--- src/rtl/gcd_requester.sv ---
// gcd_requester: initiator for the GCD start/valid protocol; issues NUM_REQ operand pairs,
// captures results/latency, recovers hangs by timeout. Define GCD_REQ_CHECK_EN for the reference checker.
module gcd_requester #(
    parameter int W       = 6,
    parameter int NUM_REQ = 16,
    parameter int TIMEOUT = 255
) (
    input  logic         clk,
    input  logic         reset,
    input  logic         go,
    input  logic [15:0]  seed,
    input  logic         fix_en,
    input  logic [W-1:0] fix_a,
    input  logic [W-1:0] fix_b,
    output logic         gcd_start,
    output logic         gcd_reset,
    output logic [W-1:0] gcd_ain,
    output logic [W-1:0] gcd_bin,
    input  logic [W-1:0] gcd_out,
    input  logic         gcd_valid,
    output logic         busy,
    output logic         done,
    output logic [7:0]   req_count,
    output logic [7:0]   to_count,
    output logic [7:0]   err_count,
    output logic [W-1:0] last_result,
    output logic [7:0]   last_lat
);
    localparam int LW = $clog2(TIMEOUT + 1);
    localparam int NW = $clog2(NUM_REQ + 1);

    typedef enum logic [2:0] {
        S_IDLE, S_ISSUE, S_SETTLE, S_WAIT, S_CHECK, S_NEXT, S_DONE
    } state_t;

    state_t         state_q, state_d;
    logic [15:0]    lfsr_q, lfsr_d, lfsr_src;
    logic [W-1:0]   ain_q, ain_d, bin_q, bin_d, res_q, res_d;
    logic [LW-1:0]  lat_q, lat_d;
    logic [NW-1:0]  n_q, n_d;
    logic [7:0]     req_q, req_d, to_q, to_d, llat_q, llat_d;
    logic           start, grst, issue;
`ifdef GCD_REQ_CHECK_EN
    logic [7:0]     err_q, err_d;
    logic [W-1:0]   ra_q, ra_d, rb_q, rb_d;
`endif

    function automatic logic [15:0] lfsr_step(input logic [15:0] s);
        return {s[14:0], s[15] ^ s[13] ^ s[12] ^ s[10]};
    endfunction

    // Zero operands would hang the responder, so they become 1.
    function automatic logic [W-1:0] nz(input logic [W-1:0] x);
        return (x == '0) ? W'(1) : x;
    endfunction

    function automatic logic [7:0] inc8(input logic [7:0] x);
        return (x == 8'hFF) ? x : x + 8'd1;
    endfunction

    always_comb begin
        state_d  = state_q;
        lfsr_d   = lfsr_q;
        ain_d    = ain_q;
        bin_d    = bin_q;
        lat_d    = lat_q;
        n_d      = n_q;
        req_d    = req_q;
        to_d     = to_q;
        res_d    = res_q;
        llat_d   = llat_q;
        start    = 1'b0;
        grst     = 1'b0;
        issue    = 1'b0;
        lfsr_src = lfsr_q;
`ifdef GCD_REQ_CHECK_EN
        err_d = err_q;
        ra_d  = ra_q;
        rb_d  = rb_q;
        // Subtract/swap Euclid; rb reaching zero means ra holds the gcd.
        if (rb_q != '0) begin
            if (ra_q < rb_q) begin
                ra_d = rb_q;
                rb_d = ra_q;
            end else begin
                ra_d = ra_q - rb_q;
            end
        end
`endif
        case (state_q)
            S_IDLE, S_DONE: begin
                if (go) begin
                    state_d  = S_ISSUE;
                    req_d    = '0;
                    to_d     = '0;
                    n_d      = '0;
                    lfsr_src = (seed == 16'h0) ? 16'hACE1 : seed;
                    issue    = 1'b1;
`ifdef GCD_REQ_CHECK_EN
                    err_d = '0;
`endif
                end
            end
            S_ISSUE: begin
                start   = 1'b1;
                state_d = S_SETTLE;
            end
            S_SETTLE: begin
                lat_d   = '0;
                state_d = S_WAIT;
            end
            S_WAIT: begin
                if (gcd_valid) begin
                    res_d   = gcd_out;
                    llat_d  = (32'(lat_q) > 32'd255) ? 8'hFF : 8'(lat_q);
                    state_d = S_CHECK;
                end else if (lat_q == LW'(TIMEOUT)) begin
                    grst    = 1'b1;
                    to_d    = inc8(to_q);
                    state_d = S_NEXT;
                end else begin
                    lat_d = lat_q + 1'b1;
                end
            end
            S_CHECK: begin
`ifdef GCD_REQ_CHECK_EN
                if (rb_q == '0) begin
                    if (res_q != ra_q) err_d = inc8(err_q);
                    state_d = S_NEXT;
                end
`else
                state_d = S_NEXT;
`endif
            end
            S_NEXT: begin
                req_d = inc8(req_q);
                n_d   = n_q + 1'b1;
                if (n_q + 1'b1 == NW'(NUM_REQ)) begin
                    state_d = S_DONE;
                end else begin
                    state_d = S_ISSUE;
                    issue   = 1'b1;
                end
            end
            default: state_d = S_IDLE;
        endcase
        // Operands are registered on ISSUE entry so they are valid while start is high.
        if (issue) begin
            ain_d  = nz(fix_en ? fix_a : lfsr_src[W-1:0]);
            bin_d  = nz(fix_en ? fix_b : lfsr_src[2*W-1:W]);
            lfsr_d = lfsr_step(lfsr_src);
`ifdef GCD_REQ_CHECK_EN
            ra_d = ain_d;
            rb_d = bin_d;
`endif
        end
    end

    always_ff @(posedge clk) begin
        if (reset) begin
            state_q <= S_IDLE;
            lfsr_q  <= 16'hACE1;
            ain_q   <= '0;
            bin_q   <= '0;
            lat_q   <= '0;
            n_q     <= '0;
            req_q   <= '0;
            to_q    <= '0;
            res_q   <= '0;
            llat_q  <= '0;
`ifdef GCD_REQ_CHECK_EN
            err_q   <= '0;
            ra_q    <= '0;
            rb_q    <= '0;
`endif
        end else begin
            state_q <= state_d;
            lfsr_q  <= lfsr_d;
            ain_q   <= ain_d;
            bin_q   <= bin_d;
            lat_q   <= lat_d;
            n_q     <= n_d;
            req_q   <= req_d;
            to_q    <= to_d;
            res_q   <= res_d;
            llat_q  <= llat_d;
`ifdef GCD_REQ_CHECK_EN
            err_q   <= err_d;
            ra_q    <= ra_d;
            rb_q    <= rb_d;
`endif
        end
    end

    // Strobes fall in the reset cycle itself, not one cycle later.
    assign gcd_start   = start & ~reset;
    assign gcd_reset   = grst & ~reset;
    assign gcd_ain     = ain_q;
    assign gcd_bin     = bin_q;
    assign busy        = (state_q != S_IDLE) && (state_q != S_DONE);
    assign done        = (state_q == S_DONE);
    assign req_count   = req_q;
    assign to_count    = to_q;
    assign last_result = res_q;
    assign last_lat    = llat_q;
`ifdef GCD_REQ_CHECK_EN
    assign err_count = err_q;
`else
    assign err_count = 8'h00;
`endif

endmodule
--- config.mk ---
export PLATFORM = sky130hd
export DESIGN_NAME = gcd_requester
export DESIGN_NICKNAME = d
export VERILOG_FILES = /design/src/rtl/gcd_requester.sv
export SDC_FILE = /design/constraint.sdc
export NUM_CORES = 1
export LEC_CHECK = 0
export ABC_CLOCK_PERIOD_IN_PS = 2040
export CORE_UTILIZATION = 45
export DETAILED_ROUTE_END_ITERATION = 10
export PLACE_DENSITY = 0.86
export SLEW_MARGIN = 40
export SYNTH_ARGS = -nofsm -noshare
export SYNTH_HDL_FRONTEND = slang
export SYNTH_SLANG_ARGS = --single-unit
export TNS_END_PERCENT = 100
--- constraint.sdc ---
create_clock -name clk -period 2.04 [get_ports clk]
set_clock_uncertainty 0.05 [all_clocks]
set_input_delay 0.204 -clock clk [delete_from_list [all_inputs] [get_ports clk]]
set_output_delay 0.204 -clock clk [all_outputs]
set_load 0.02 [all_outputs]
==> results.toml, run 1 <==
[grt]
grt_max_degree = 40
grt_overflow = 0
grt_pass1_wl_um = 16750
antenna_found_initial = 0
track_usage_pct = 24.51
grt_pass1_vias = 3678

[synthesis]
synth-compound-area-share_pct = 17.65
seq_area_frac_synth_pct = 39.43
yosysUniqueCellTypes = 62
synth.avg_cell_area_um2 = 7.977
synth_warnings = 0
synth_top_area_share_pct = 39.43
synth_cells = 471
synth_xor_area_share_pct = 5.761
synth_area_leader_cell = "dfxtp_1"
ys_async_sr_fraction_pct = 0
synth_edf_count = 0
syn_area_um2 = 3757
ys.flop_type = "dfxtp_1"
synth_fa_ha_area_share_pct = 1.332
synth_top_family_by_area = "simple AND/OR/NAND/NOR gates"
ys_ff_latch = 74
synth_top_cells_by_area = "dfxtp_1 39%, nand2_1 8.1%, a21oi_1 6.3%"
synth-simple-area-share_pct = 28.01
muxShareOfSynthArea_pct = 2.198

[worst_setup_path]
critPathLaunchType = "flip-flop"
critPathTopFamily = "simple AND/OR/NAND/NOR gates"
max_stage_delay_ns = 0.36
cpMaxStageDelayCell = "dfxtp_1"
end_kind = "primary output"
critical_path_required_ns = 1.79
critPathArrivalTime_ns = 1.75
crit_chain = "ha_2 > nand2_2 > nor3_2 > nor4b_4 > buf_4"
cp_max_fo = 4
critPathBufInv = 1
critical_path_class = "reg -> out"
reg2reg_slack_ns = 0.06

[sta]
worst_pin_slew_ns = 0.5566
finalSetupTns_ns = 0
max_freq_mhz = 498.5
relSlewSlack_pct = 62.81
fin_crit_sh_pct = 98.34
maxSlewViolCount = 0
period_minus_slack_ns = 2.006
finalHoldViolCount = 0
setup-violations-final = 0

[min_path]
worstHoldPathType = "in -> reg"

[route]
dr.pass1.iters = 5
via_per_inst = 5.644
routed_wl_um = 10870
ant_nets = 0
num_vias = 3985
wl_per_cell_um = 15.39
route.detailed.drc = 0
drt_iter0_drc = 267

[placement]
hpwl_um = 7652
io_buffers = 84
placed_cells = 688
gp_congestion = 0.8977

[layout]
syn2layout_area_growth_pct = 43.62
finalNonFillerCells = 706
fillers = 566
antennaDiodeCount = 0
fin_nets = 642
layout-drive-gt1-share_pct = 18.54

[clocking]
clk_pin_slew_ns = 0.07
ctsHtreeMaxLevel = 3
cts.sinks = 74
cts_inserted_buffers = 9
clockBufferDepth = 2
insertion_delay_ns = 0.36
cts_tree = "yes"
cts_root_buf = "clkbuf_8"

[power_and_ir_drop]
p_per_area_nw_per_um2 = 854.1
power_uw = 4609
vdd_drop_max_v = 0.0003940
power_leakage_uw = 0.002006

[die]
die_x_um = 93.38
initial_core_util_pct = 47.64
boundaryPins = 93
chipHeight_um = 93.38
dieArea_um2 = 8719
rows = 32
core-area_um2 = 7888

[flow_run]
maxCapViolCount = 0

[status]
status = "complete, no violations"
[cell usage in the layout, fill, tap and decap left out, types with 4 or more instances in the layout]
master	synthesis	routed
or3_1	6	6
buf_4	13	58
o21ai_0	15	15
nand2b_1	10	10
clkbuf_8	0	10
nand2_1	81	79
a211oi_1	13	12
dfxtp_1	74	73
mux2i_1	6	4
xnor2_1	9	9
nand3_1	20	20
xor2_1	12	12
nor3_1	11	9
nor2b_1	6	6
clkdlybuf4s50_1	0	79
nor4_1	8	7
nor2_1	55	55
inv_1	4	4
conb_1	1	8
a21oi_1	47	47
nand4_1	4	4
[cell families after synthesis]
kind of cell | Yosys count
mux | 7
xor+xnor | 23
other cells | 1
compound gates | 103
fa+ha+maj | 4
buf+inv | 38
flops | 74
simple gates | 221
[synth_stat cells, types with 7 or more instances]
| master | instances |
|---|---|
| dfxtp_1 | 74 |
| nand2b_1 | 10 |
| xnor2_1 | 9 |
| clkbuf_1 | 11 |
| nor4_1 | 8 |
| nor3_1 | 11 |
| nand2_1 | 81 |
| buf_2 | 7 |
| a211oi_1 | 13 |
| buf_4 | 13 |
| o21ai_0 | 15 |
| nand3_1 | 20 |
| a21oi_1 | 47 |
| nor2_1 | 55 |
| xor2_1 | 12 |
[final cells by class]
class | count | area (um2) | area share (%)
multi-input combinational | 366 | 2230 | 41.32
clock inverter | 6 | 95.09 | 1.762
sequential | 74 | 1483 | 27.48
tap | 102 | 127.6 | 2.365
clock buffer | 10 | 137.6 | 2.550
inverter | 4 | 15.01 | 0.2782
timing repair buffer | 144 | 1309 | 24.25
[path summary, 6_finish.rpt]
kind	startpoint	end	depth (start not counted)
setup / recovery	lat_q[0]	gcd_reset	5
hold / removal	reset	lat_q[1]	3
setup reg to reg	state_q[1]	gcd_ain[0]	8
hold reg to reg	last_lat[7]	last_lat[7]	2
[metrics by stage]
step / cell area [um2] / hold WS, ns / worst slack (ns) / utilization, %
3_3_place_gp: 5019 / 0.3887 / -0.1457 / 63.63
4_1_cts: 5276 / 0.2494 / 0.01272 / 66.89
3_5_place_dp: 5019 / 0.3964 / -0.1727 / 63.63
6_report: 5396 / 0.2998 / 0.03380 / 68.42
2_1_floorplan: 3787 / 0.2900 / 0.01254 / -
5_1_grt: 5396 / 0.3243 / -0.03721 / 68.42
[repair_timing]
| action | in CTS | in global routing |
|---|---|---|
| hold buffers | 0 | 0 |
| pin swaps | 1 | 3 |
| cloned | 0 | 0 |
| gates resized for setup | 14 | 20 |
| buffers inserted | 0 | 2 |
| endpoints found under the setup margin | 27 | 24 |
| endpoints found under the hold margin | 0 | 0 |
[power breakdown]
group	internal (uW)	switching [uW]	total (uW)
clock	737	602	1340
sequential	1590	110	1700
combinational	721	851	1570
total	3050	1560	4610
[layer usage]
| layer | up-vias | global-route usage, % | share of wire, % |
|---|---|---|---|
| met3 | 40 | 4.472 | 6.5 |
| met4 | 0 | 13.97 | 3.7 |
| li1 | 1888 | - | - |
| met5 | - | 0 | 0 |
| met1 | 1876 | 29.31 | 40 |
| met2 | 181 | 41.18 | 50 |
[worst register-to-register path, cell delays in order (launching register included)]
cell,delay (ns)
dfxtp_1,0.32
buf_4,0.19
xor2_2,0.18
nor2_4,0.26
buf_6,0.16
mux2i_2,0.23
and4_1,0.22
o21ai_0,0.11
a211oi_1,0.21
[registers in the layout (all words and copies together), names as in the netlist]
| signal | count |
|---|---|
| to_count | 8 |
| n_q | 5 |
| last_lat | 8 |
| lat_q | 8 |
| req_count | 8 |
| gcd_bin | 6 |
| state_q | 3 |
| last_result | 6 |
| lfsr_q | 16 |
| gcd_ain | 6 |
Note: power is estimated with default switching activity, not from simulation.
==> inputs of run 2 (changes only) <==
--- a/config.mk
+++ b/config.mk
@@ -9,6 +9,7 @@
 export CORE_UTILIZATION = 45
 export DETAILED_ROUTE_END_ITERATION = 10
 export PLACE_DENSITY = 0.86
+export SETUP_SLACK_MARGIN = 0.4
 export SLEW_MARGIN = 40
 export SYNTH_ARGS = -nofsm -noshare
 export SYNTH_HDL_FRONTEND = slang
==> run 2 against run 1 <==
Against the previous run: the flow now finishes with violations (setup timing); maximum frequency shrank 6.0%; largest cell class unchanged; non-clock buffer count increased by 64; highest routed layer unchanged; global-route usage increased by 11 points; cell count up 9.5%; sequential power up 2%; setup slack got worse by 0.13 ns; clock power about the same; via count rose by 27%.
==> results.toml, run 2 (synthesis gave the netlist of run 1 again) <==
[worst_setup_path]
critPathBufInv = 2
reg2reg_depth = 8
cp_max_fo = 6
critical_path_required_ns = 2.27
crit_chain = "buf_12 > xnor2_4 > nand2_4 > buf_4 > a211oi_2 > and4_1 > o21ai_1 > a211oi_2"
cpMaxStageDelayCell = "dfxtp_4"
reg2reg_slack_ns = -0.09
critical_path_class = "reg -> reg"
cpMostUsedCell = "a211oi_2"
critPathArrivalTime_ns = 2.36
r2r-end = "gcd_ain[0]"
end_kind = "flip-flop"
r2r-start = "state_q[2]"
crit_start = "state_q[2]"
critPathTopFamily = "compound AO/OA/AOI/OAI gates"
critPathLaunchType = "flip-flop"
max_stage_delay_ns = 0.37

[clocking]
insertion_delay_ns = 0.38
cts_root_buf = "clkbuf_8"
cts.sinks = 74
cts_tree = "yes"
cts_inserted_buffers = 9
clockBufferDepth = 2
ctsHtreeMaxLevel = 3
clk_pin_slew_ns = 0.10
postCtsHoldBufs = 0

[sta]
fin_crit_sh_pct = 104.6
setup-violations-final = 1
maxSlewViolCount = 0
finalHoldViolCount = 0
max_freq_mhz = 468.5
period_minus_slack_ns = 2.134
relSlewSlack_pct = 55.41
rsz0062_at_grt = "yes"
setup_ws_ns = -0.09446
worst_pin_slew_ns = 0.6689

[status]
violations = "setup timing"
status = "finished with violations"

[die]
rows = 32
initial_core_util_pct = 47.64
core-area_um2 = 7888
boundaryPins = 93
chipHeight_um = 93.38
dieArea_um2 = 8719
die_x_um = 93.38

[placement]
dpl_worst_slack_ns = -0.1973
gp_congestion = 0.9139
hpwl_um = 7608
io_buffers = 84
placed_cells = 692

[min_path]
hp-start = "reset"
holdPathEnd = "to_count[1]"
worstHoldPathType = "in -> reg"
min_path_cells = 2

[route]
wl_per_cell_um = 25.48
route.detailed.drc = 0
dr.pass1.iters = 6
routed_wl_um = 19700
drt_iter0_drc = 522
via_per_inst = 6.545
num_vias = 5059
ant_nets = 0

[grt]
grt_overflow = 0
track_usage_pct = 35.73
grt_max_degree = 44
antenna_found_initial = 0
grt_pass1_wl_um = 23850
grt_pass1_vias = 4794

[power_and_ir_drop]
power_uw = 6086
vdd_drop_max_v = 0.0005065
p_per_area_nw_per_um2 = 887.2
power_leakage_uw = 0.002741

[layout]
layout.cells.most_common_list = "86 x buf_4, 65 x nand2_1, 59 x dfxtp_1, 58 x clkdlybuf4s50_1, 52 x nor2_1"
fin_nets = 709
syn2layout_area_growth_pct = 82.55
finalNonFillerCells = 773
largest_reg_flops = 16
largest_register = "lfsr_q"
antennaDiodeCount = 0
finish.utilization_pct = 86.96
final_common_cell = "buf_4"
layout-drive-gt1-share_pct = 42.47

[flow_run]
maxCapViolCount = 0
run 2: cell types whose count changed in the layout (fill, tap and decap cells not counted), moves of 17 or more:
cell	before	now
buf_6	1	30
buf_4	58	86
clkdlybuf4s50_1	79	58
a21oi_1	47	27
a21oi_2	0	17
run 2: worst max path at each step:
stage                             end  slack [ns]  cells after the start
after CTS                  gcd_bin[0]        0.19                      8
final                      gcd_ain[0]       -0.09                      8
after floorplan           to_count[4]        0.20                      7
after global placement     gcd_ain[0]        -0.1                      8
after detailed placement   gcd_ain[0]       -0.20                      7
after global routing       gcd_ain[0]       -0.16                      8
run 2: worst reg2reg max path: stages, from the launching register on:
cell and delay, ns:
dfxtp_4 0.37, buf_12 0.14, xnor2_4 0.32, nand2_4 0.17, buf_4 0.18, a211oi_2 0.19
and4_1 0.24, o21ai_1 0.09, a211oi_2 0.29
run 2: cell type report:
type,count,area [um2]
flip-flops and latches,74,1520
fillers,320,1028
clock buffers,11,152.6
well taps,102,127.6
clock inverters,5,58.81
repair buffers,208,2063
inverters,4,15.01
multi-input cells,369,2922
run 2: per-layer routing:
layer	routed length (um)	GRT usage, %	up-vias
li1	-	-	2036
met1	6598	38.11	2368
met2	9203	63.17	478
met3	2113	8.862	177
met4	1782	21.79	0
met5	0	0	-
run 2: report_power, final:
part	total (uW)	leakage, uW	switching (uW)	internal, uW
sequential	1740	0.000612	159	1590
clock	1320	0.000109	671	647
combinational	3020	0.00202	1590	1430
total	6090	0.00274	2420	3670
run 2: through the flow:
stage / setup TNS [ns] / cell area [um2] / hold WS, ns
after floorplan: 0 / 3920 / 0.2900
after global placement: -0.8168 / 5170 / 0.3924
after detailed placement: -3.053 / 5170 / 0.3985
after CTS: 0 / 6279 / 0.09582
after global routing: -0.2055 / 6859 / 0.1070
final: -0.09446 / 6859 / 0.09715
run 2: timing repair:
action / CTS / global route
endpoints found under the setup margin: 73 / 78
gates cloned: 6 / 4
pin swaps: 46 / 66
resized for setup: 148 / 97
buffers inserted: 40 / 15
hold endpoints to repair: 0 / 0
==> inputs of run 3 (changes only) <==
--- a/config.mk
+++ b/config.mk
@@ -10,7 +10,6 @@
 export DETAILED_ROUTE_END_ITERATION = 10
 export PLACE_DENSITY = 0.86
 export SETUP_SLACK_MARGIN = 0.4
-export SLEW_MARGIN = 40
 export SYNTH_ARGS = -nofsm -noshare
 export SYNTH_HDL_FRONTEND = slang
 export SYNTH_SLANG_ARGS = --single-unit
==> results of run 3 <==
No change in the layout: final DEF, timing and power equal those of run 2.
